File: src/rtl/x_counter_8_bit_pkg.sv
// x_counter_8_bit_pkg: shared types and constants for the sequenced 8-bit counter.
// Rev 1.0
`default_nettype none

package x_counter_8_bit_pkg;

  typedef enum logic [1:0] {
    ST_IDLE  = 2'd0,
    ST_RUN   = 2'd1,
    ST_PAUSE = 2'd2,
    ST_DONE  = 2'd3
  } state_e;

  localparam int   CFG_W        = 9;
  localparam logic MODE_ONESHOT = 1'b0;
  localparam logic MODE_RELOAD  = 1'b1;

endpackage

`default_nettype wire

File: src/rtl/x_counter_8_bit_core.sv
// x_counter_8_bit_core: WIDTH-bit counter datapath, clear has priority over enable.
// Rev 1.0
`default_nettype none

module x_counter_8_bit_core #(
  parameter int WIDTH = 8
) (
  input  logic             i_clk,
  input  logic             i_rst_n,
  input  logic             i_clr,
  input  logic             i_en,
  output logic [WIDTH-1:0] o_count
);

  logic [WIDTH-1:0] count_q;
  logic [WIDTH-1:0] count_d;

  always_comb begin
    count_d = count_q;
    if (i_clr) begin
      count_d = '0;
    end else if (i_en) begin
      count_d = count_q + WIDTH'(1);
    end
  end

  always_ff @(posedge i_clk or negedge i_rst_n) begin
    if (!i_rst_n) begin
      count_q <= '0;
    end else begin
      count_q <= count_d;
    end
  end

  assign o_count = count_q;

endmodule

`default_nettype wire

File: src/rtl/x_counter_8_bit_ctrl.sv
// x_counter_8_bit_ctrl: sequencing controller (serial config, start/stop/pause, one-shot/reload).
// Rev 1.0
`default_nettype none

module x_counter_8_bit_ctrl
  import x_counter_8_bit_pkg::*;
#(
  parameter int               WIDTH        = 8,
  parameter logic [WIDTH-1:0] RESET_PERIOD = 8'd255
) (
  input  logic             i_clk,
  input  logic             i_rst_n,
  input  logic             i_cfg_shift,
  input  logic             i_cfg_data,
  input  logic             i_start,
  input  logic             i_stop,
  input  logic             i_pause,
  output logic [WIDTH-1:0] o_count,
  output logic             o_busy,
  output logic             o_done,
  output logic             o_wrap
);

  localparam int CW = WIDTH + 1;

  state_e           state_q, state_d;
  logic [CW-1:0]    cfg_q, cfg_d;
  logic [WIDTH-1:0] per_q, per_d;
  logic             mode_q, mode_d;
  logic             start_q;
  logic             done_q, done_d;
  logic             wrap_q, wrap_d;

  logic             start_edge;
  logic             cnt_clr;
  logic             cnt_en;
  logic             latch_cfg;
  logic [WIDTH-1:0] count;

  assign start_edge = i_start & ~start_q;

  x_counter_8_bit_core #(
    .WIDTH (WIDTH)
  ) u_core (
    .i_clk   (i_clk),
    .i_rst_n (i_rst_n),
    .i_clr   (cnt_clr),
    .i_en    (cnt_en),
    .o_count (count)
  );

  // Stop outranks start, start outranks pause, pause outranks counting.
  always_comb begin
    state_d   = state_q;
    cnt_clr   = 1'b0;
    cnt_en    = 1'b0;
    latch_cfg = 1'b0;
    done_d    = 1'b0;
    wrap_d    = 1'b0;
    case (state_q)
      ST_IDLE: begin
        cnt_clr = 1'b1;
        if (!i_stop && start_edge) begin
          state_d   = ST_RUN;
          latch_cfg = 1'b1;
        end
      end
      ST_RUN: begin
        if (i_stop) begin
          state_d = ST_IDLE;
          cnt_clr = 1'b1;
        end else if (i_pause) begin
          state_d = ST_PAUSE;
        end else if (count == per_q) begin
          if (mode_q == MODE_RELOAD) begin
            cnt_clr = 1'b1;
            wrap_d  = 1'b1;
          end else begin
            state_d = ST_DONE;
            done_d  = 1'b1;
          end
        end else begin
          cnt_en = 1'b1;
        end
      end
      ST_PAUSE: begin
        if (i_stop) begin
          state_d = ST_IDLE;
          cnt_clr = 1'b1;
        end else if (!i_pause) begin
          state_d = ST_RUN;
        end
      end
      ST_DONE: begin
        if (i_stop) begin
          state_d = ST_IDLE;
          cnt_clr = 1'b1;
        end else if (start_edge) begin
          state_d   = ST_RUN;
          cnt_clr   = 1'b1;
          latch_cfg = 1'b1;
        end
      end
      default: begin
        state_d = ST_IDLE;
        cnt_clr = 1'b1;
      end
    endcase
  end

  // Config only moves while no run is active, so a run always uses its latched copy.
  always_comb begin
    cfg_d  = cfg_q;
    per_d  = per_q;
    mode_d = mode_q;
    if (i_cfg_shift && (state_q == ST_IDLE || state_q == ST_DONE)) begin
      cfg_d = {cfg_q[CW-2:0], i_cfg_data};
    end
    if (latch_cfg) begin
      per_d  = cfg_q[WIDTH-1:0];
      mode_d = cfg_q[WIDTH];
    end
  end

  always_ff @(posedge i_clk or negedge i_rst_n) begin
    if (!i_rst_n) begin
      state_q <= ST_IDLE;
      cfg_q   <= {MODE_ONESHOT, RESET_PERIOD};
      per_q   <= RESET_PERIOD;
      mode_q  <= MODE_ONESHOT;
      start_q <= 1'b0;
      done_q  <= 1'b0;
      wrap_q  <= 1'b0;
    end else begin
      state_q <= state_d;
      cfg_q   <= cfg_d;
      per_q   <= per_d;
      mode_q  <= mode_d;
      start_q <= i_start;
      done_q  <= done_d;
      wrap_q  <= wrap_d;
    end
  end

  assign o_count = count;
  assign o_busy  = (state_q == ST_RUN) || (state_q == ST_PAUSE);
  assign o_done  = done_q;
  assign o_wrap  = wrap_q;

endmodule

`default_nettype wire

File: config.mk
export PLATFORM = sky130hd
export DESIGN_NAME = x_counter_8_bit_ctrl
export DESIGN_NICKNAME = d
export VERILOG_FILES = /design/src/rtl/x_counter_8_bit_pkg.sv /design/src/rtl/x_counter_8_bit_core.sv /design/src/rtl/x_counter_8_bit_ctrl.sv
export SDC_FILE = /design/constraint.sdc
export NUM_CORES = 1
export LEC_CHECK = 0
export ABC_CLOCK_PERIOD_IN_PS = 3500
export CAP_MARGIN = 25
export CORE_ASPECT_RATIO = 1.4
export CORE_MARGIN = 4
export CORE_UTILIZATION = 50
export CTS_CLUSTER_SIZE = 10
export DETAILED_ROUTE_END_ITERATION = 6
export GPL_TIMING_DRIVEN = 0
export HOLD_SLACK_MARGIN = 0.08
export PLACE_DENSITY = 0.74
export REMOVE_ABC_BUFFERS = 1
export SLEW_MARGIN = 10
export SYNTH_ARGS = -nofsm -noshare
export SYNTH_HDL_FRONTEND = slang
export SYNTH_SLANG_ARGS = --single-unit
File: constraint.sdc
create_clock -name i_clk -period 3.5 [get_ports i_clk]
set_input_delay 0.7 -clock i_clk [delete_from_list [all_inputs] [get_ports i_clk]]
set_output_delay 0.7 -clock i_clk [all_outputs]
set_load 0.02 [all_outputs]
==> flow_summary.ini, run 1 <==
[run_status]
run_status = finished, final reports clean

[logic_synthesis]
synth_enable_flop_cells = 0
synth_sequential_area_ratio = 0.510
synth_xor_area_frac = 0.0842
synthesis.yosys.warnings = 0
synth_simple_gate_area_frac = 0.132
ys_ff_latch = 31
synth_cells = 127
synth_most_common_cell = sky130_fd_sc_hd__mux2_2
ys_top_cells_by_count = sky130_fd_sc_hd__mux2_2, sky130_fd_sc_hd__dfstp_2, sky130_fd_sc_hd__dfrtp_1, sky130_fd_sc_hd__nor2_1, sky130_fd_sc_hd__xnor2_1
post_synth_mux_area_share = 0.123
post_synth_num_cell_types = 33
ys.flop_type = sky130_fd_sc_hd__dfstp_2
netlist_top_cells_area = sky130_fd_sc_hd__dfstp_2, sky130_fd_sc_hd__dfrtp_1, sky130_fd_sc_hd__mux2_2
yosys.area.top_type = sky130_fd_sc_hd__dfstp_2
synth_top_area_frac = 0.269
synthesis.area_sq_mm = 0.00156
combinational_family_with_the_most_area_after_synthesis = simple AND/OR/NAND/NOR gates
syn-mean-instance-area_sq_um = 12.3
async_reset_ff_frac = 1.00
post_synth_fa_ha_maj_area_fraction = 0.0481
fraction_of_the_mapped_netlist_area_in_compound_gates = 0.0882

[final_layout]
multi_input_area_sq_um = 741
final_layout_size_suffix_gt1_frac = 0.307
finish.utilization = 0.635
area_delta_synth_final_pct = 19.4
final_net_count = 162
sequential_cell_area_sq_um = 796
antenna-diode-count = 0
filler_cells = 251

[sta]
fin_worst_hold_slack_ns = 0.447
timing_worst_slew_pin_value_ns = 0.738
grt_setup_unrepaired = false
post-route-period-util = 0.708
timing.final.max_slew_violations = 0
setup-tns-final_ns = 0
fin_crit_ns = 2.48
final_hold_viol_count = 0
timing.final.setup_violations = 0
fmax_mhz = 403
worst_skew_ns = 0.00413
relative_slew_margins = 0.507

[global_route]
grt_first_pass_wirelength_um = 4860
grt_start_max_net_pins = 32
antenna_found_initial = 0
globalRoute.totalOverflow = 0
global_route.usage.total = 0.157
vias_in_the_first_global_route = 1040

[place]
dp_hpwl_um = 1960
gp_congestion = 0.787
io_buffers = 17

[critical_path]
timing_worst_setup_path_type = register to output port
slowest_stage = sky130_fd_sc_hd__clkdlybuf4s50_1
worst_path_dominant_cell_family = buffers and inverters
worst_ep_arrival_time_ns = 1.78
worst-endpoint-required_ns = 2.80
critical_path.n_buffers_inverters = 2
r2r_slack_ns = 1.49
worstSetupStartpointType = register
critPathCaptureType = output port
critical-path-max-stage-delay_ns = 0.63
worst-path-max-fanout = 4
crit_chain = inv_1 > ha_1 > clkdlybuf4s50_1

[drt]
total_iterations_of_the_first_detailed_routing_run = 4
avgRoutedWirePerCell_um = 14.3
route.antenna.remaining_nets = 0
routed_wl_um = 2680
first_iter_violations = 12
detailroute.via_count = 1034
drc = 0
drt-vias-per-instance = 5.53

[cts]
cts_tree = done
clkSlewWorstSetupHoldPaths_ns = 0.06
clkLatencyLatePin_ns = 0.28
number_of_buffers_created_by_cts = 5
sink_count = 31
post_cts_resize_count = 0
cts_hold_buffers = 0
cts_htree_levels = 2
cts.repair_timing.setup_buffer_count = 0
cts-root-buf = sky130_fd_sc_hd__clkbuf_8
cts_buffer_depth = 2

[floorplanning]
design.core.area_sq_mm = 0.00294
start_util = 0.532
top_level_ports = 18
num_rows = 23
die-area_sq_mm = 0.00409
fp.dieH_um = 74.1
die-width_um = 55.2

[power]
power_density_mw_per_mm2 = 816
static-leakage-power_nw = 0.744
power.ir.vdd_worst_mv = 0.505

[job]
drv.max_cap_violation_count = 0

[min_path]
min-delay-path-class = primary input to asynchronous set/reset pin
## path summary, 6_finish.rpt
kind | start | endpoint | cells past startpoint
hold reg to reg | cfg_q[8] | mode_q | 2
setup reg to reg | state_q[1] | u_core.o_count[6] | 7
min in group i_clk | cfg_q[8] | mode_q | 2
max in group asynchronous | i_rst_n | start_q | 1
hold / removal | i_rst_n | state_q[0] | 1
setup / recovery | state_q[1] | o_busy | 3
## per-layer routing
layer | track usage | part of all wire | up-vias | routed length, um
met2 | 0.272 | 0.53 | 15 | 1430
met5 | 0 | 0 | - | 0
met1 | 0.167 | 0.40 | 521 | 1070
met3 | 0.0556 | 0.040 | 6 | 108
li1 | - | - | 492 | -
met4 | 0.0892 | 0.025 | 0 | 68
## cells in the final DEF (no fill, tap or decap), types with 2 or more instances in the layout
cell / netlist / final
sky130_fd_sc_hd__a21oi_1: 4 / 4
sky130_fd_sc_hd__xor2_1: 7 / 7
sky130_fd_sc_hd__mux2_2: 17 / 17
sky130_fd_sc_hd__nor2_1: 11 / 11
sky130_fd_sc_hd__o2111ai_1: 2 / 2
sky130_fd_sc_hd__dfstp_2: 16 / 16
sky130_fd_sc_hd__nor3_1: 2 / 2
sky130_fd_sc_hd__ha_1: 6 / 6
sky130_fd_sc_hd__nand3_1: 3 / 3
sky130_fd_sc_hd__nor3b_1: 2 / 2
sky130_fd_sc_hd__inv_1: 4 / 4
sky130_fd_sc_hd__clkdlybuf4s50_1: 0 / 16
sky130_fd_sc_hd__nor2b_1: 2 / 2
sky130_fd_sc_hd__nand2b_1: 3 / 3
sky130_fd_sc_hd__clkbuf_8: 0 / 7
sky130_fd_sc_hd__xnor2_1: 8 / 8
sky130_fd_sc_hd__dfrtp_1: 15 / 15
sky130_fd_sc_hd__nand2_1: 3 / 3
sky130_fd_sc_hd__o21ai_0: 6 / 6
## cell type report
class	count	share of cell area
Sequential cell	31	0.427
Inverter	4	0.00806
Multi-Input combinational cell	90	0.398
Tap cell	37	0.0248
Timing Repair Buffer	17	0.0886
Clock buffer	8	0.0537
## stage by stage
step                      worst slack [ns]  cells  cell area, sq um  power, mW
after CTS                            0.995    187              1860       1.54
after global routing                 0.949    187              1860       1.63
final                                 1.02    187              1860       1.52
after floorplan                       1.63    125              1550       1.08
after global placement               0.993    179              1770       1.21
after detailed placement             0.923    179              1760       1.23
## sequential cells by signal (all words and copies together) (netlist names)
name / count
cfg_q: 9
state_q: 2
o_done: 1
u_core.o_count: 8
per_q: 8
start_q: 1
o_wrap: 1
mode_q: 1
## logic make-up after synthesis
| kind of cell | Yosys count |
|---|---|
| simple gates | 34 |
| flops | 31 |
| compound gates | 18 |
| mux | 17 |
| xor+xnor | 15 |
| buf+inv | 6 |
| fa+ha+maj | 6 |
## where the power goes
part | total (mW) | switching (mW) | internal [mW]
Sequential | 0.639 | 0.0926 | 0.546
Clock | 0.303 | 0.124 | 0.179
Combinational | 0.578 | 0.290 | 0.287
Power figures use the tool's default switching activity.
==> run 2: changes to the inputs <==
--- a/config.mk
+++ b/config.mk
@@ -5,16 +5,16 @@
 export SDC_FILE = /design/constraint.sdc
 export NUM_CORES = 1
 export LEC_CHECK = 0
-export ABC_CLOCK_PERIOD_IN_PS = 3500
+export ABC_CLOCK_PERIOD_IN_PS = 2200
 export CAP_MARGIN = 25
 export CORE_ASPECT_RATIO = 1.4
 export CORE_MARGIN = 4
-export CORE_UTILIZATION = 50
+export CORE_UTILIZATION = 49
 export CTS_CLUSTER_SIZE = 10
 export DETAILED_ROUTE_END_ITERATION = 6
 export GPL_TIMING_DRIVEN = 0
 export HOLD_SLACK_MARGIN = 0.08
-export PLACE_DENSITY = 0.74
+export PLACE_DENSITY = 0.76
 export REMOVE_ABC_BUFFERS = 1
 export SLEW_MARGIN = 10
 export SYNTH_ARGS = -nofsm -noshare
==> constraint.sdc (replaced) <==
create_clock -name i_clk -period 2.2 [get_ports i_clk]
set_input_delay 0.44 -clock i_clk [delete_from_list [all_inputs] [get_ports i_clk]]
set_output_delay 0.44 -clock i_clk [all_outputs]
set_load 0.02 [all_outputs]
==> run 2 against run 1 <==
  * Sequential cell count unchanged
  * First-iteration DRC count rose by 8.3%
  * Utilization decreased by 3.7 points
  * Sequential power grew 60%
  * Count of clock-buffer cells in the layout unchanged
  * Final cell count grew 1.1%
  * Via count shrank 0.77%
  * Clock power up 40%
  * Worst hold slack got worse by 0.26 ns
==> flow_summary.ini, run 2 (synthesis results as in run 1) <==
[final_layout]
sequential_cell_area_sq_um = 796
filler_cells = 263
final_layout_size_suffix_gt1_frac = 0.300
final_net_count = 162
multi_input_area_sq_um = 746
layout_commonest_cell = sky130_fd_sc_hd__mux2_2
antenna-diode-count = 0
area_delta_synth_final_pct = 18.5
most-common-layout-cells = sky130_fd_sc_hd__mux2_2, sky130_fd_sc_hd__dfstp_2, sky130_fd_sc_hd__dfrtp_1, sky130_fd_sc_hd__clkdlybuf4s50_1, sky130_fd_sc_hd__nor2_1
largest_reg_flops = 9
finish.utilization = 0.598
post-route-cell-area_sq_mm = 0.00185
registers.top_by_ff_count = cfg_q

[sta]
timing.final.max_slew_violations = 0
fmax_mhz = 470
fin_crit_ns = 2.13
timing_worst_slew_pin_value_ns = 0.904
final_hold_viol_count = 0
worst_skew_ns = 0.00796
post-route-period-util = 0.968
timing.final.setup_violations = 0
relative_slew_margins = 0.396
grt_setup_unrepaired = false

[cts]
number_of_buffers_created_by_cts = 5
cts_hold_buffers = 0
cts_htree_levels = 2
sink_count = 31
cts-root-buf = sky130_fd_sc_hd__clkbuf_8
clkSlewWorstSetupHoldPaths_ns = 0.06
cts_tree = done
cts.repair_timing.setup_buffer_count = 0
cts_buffer_depth = 2
clkLatencyLatePin_ns = 0.29

[floorplanning]
num_rows = 24
start_util = 0.504
die-area_sq_mm = 0.00416
die-width_um = 55.7
design.core.area_sq_mm = 0.00309
top_level_ports = 18
fp.dieH_um = 74.8

[drt]
routed_wl_um = 2970
dr.max_layer_used = met4
wl_met3_um = 203
drc = 0
detailroute.via_count = 1026
route.layer.met1.wl_um = 1190
detailroute.wirelength.met2_um = 1510
avgRoutedWirePerCell_um = 15.7
drt-vias-per-instance = 5.43
first_iter_violations = 13
total_iterations_of_the_first_detailed_routing_run = 5
route.antenna.remaining_nets = 0

[power]
power.share.switching = 0.354
static-leakage-power_nw = 0.735
total_switching_power_mw = 0.844
seq_power_share = 0.426
power_density_mw_per_mm2 = 1290
p_int_mw = 1.54
power_frac_comb = 0.396
pwr-share-clk = 0.178
power.ir.vdd_worst_mv = 0.728

[global_route]
antenna_found_initial = 0
grt_first_pass_wirelength_um = 5000
globalRoute.totalOverflow = 0
grt_start_max_net_pins = 32
vias_in_the_first_global_route = 1090
global_route.usage.total = 0.159

[critical_path]
critical_path.n_buffers_inverters = 1
worst_ep_arrival_time_ns = 2.31
critical-path-max-stage-delay_ns = 0.73
critPathCaptureType = register
timing_worst_setup_path_type = register to register
worst-path-max-fanout = 9
slowest_stage = sky130_fd_sc_hd__nor2b_1
worstSetupStartpointType = register
crit_chain = inv_1 > ha_1 > nor2b_1 > mux2_2
worst_path_dominant_cell_family = simple AND/OR/NAND/NOR gates
worst-endpoint-required_ns = 2.38

[place]
place_area_sq_mm = 0.00177
dp_hpwl_um = 2000
gp_congestion = 0.804
io_buffers = 17

[run_status]
run_status = finished, final reports clean

[job]
drv.max_cap_violation_count = 0

[min_path]
min-delay-path-class = primary input to asynchronous set/reset pin
==> run 2: power groups by stage <==
stage / Combinational (mW) / Clock (mW) / Sequential [mW]
finish: 0.944 / 0.425 / 1.02
global route: 1.04 / 0.463 / 1.05
CTS: 0.944 / 0.437 / 1.02
detailed placement: 0.946 / 0 / 1.03
global placement: 0.919 / 0 / 1.01
floorplan: 0.725 / 0 / 0.992
==> run 2: cell type report <==
type / count / area share
sequential: 31 / 0.430
multi-input combinational: 90 / 0.403
timing repair buffer: 17 / 0.0886
clock buffer: 8 / 0.0433
tap: 39 / 0.0264
inverter: 4 / 0.00812
==> run 2: metal layers <==
layer | GRT usage | up-vias
li1 | - | 489
met1 | 0.168 | 498
met2 | 0.275 | 32
met3 | 0.0600 | 7
met4 | 0.0892 | 0
met5 | 0 | -
==> run 2: final timing paths <==
path	from	to	slack (ns)	cells after the start
worst max-delay path	state_q[0]	cfg_q[8]	0.07	4
worst min-delay path	i_rst_n	cfg_q[8]	0.18	1
worst max register to register	state_q[0]	cfg_q[8]	0.07	4
worst min register to register	mode_q	o_done	0.48	1
max in group asynchronous	i_rst_n	u_core.o_count[4]	1.57	1
min in group i_clk	mode_q	o_done	0.48	1
==> run 2: metrics by stage <==
step	TNS (ns)	setup WS, ns	total power, mW	cells	hold WS [ns]
floorplan	0	0.330	1.72	125	0.144
CTS	0	0.0982	2.40	189	0.203
global route	0	0.00791	2.55	189	0.234
global placement	-0.335	-0.0608	1.93	181	0.469
detailed placement	-0.762	-0.0950	1.97	181	0.473
finish	0	0.0709	2.39	189	0.184
==> run 2: what timing repair did <==
item                       in CTS  in global routing
setup endpoints to repair       1                  2
gates resized for setup         1                  1
cloned                          0                  0
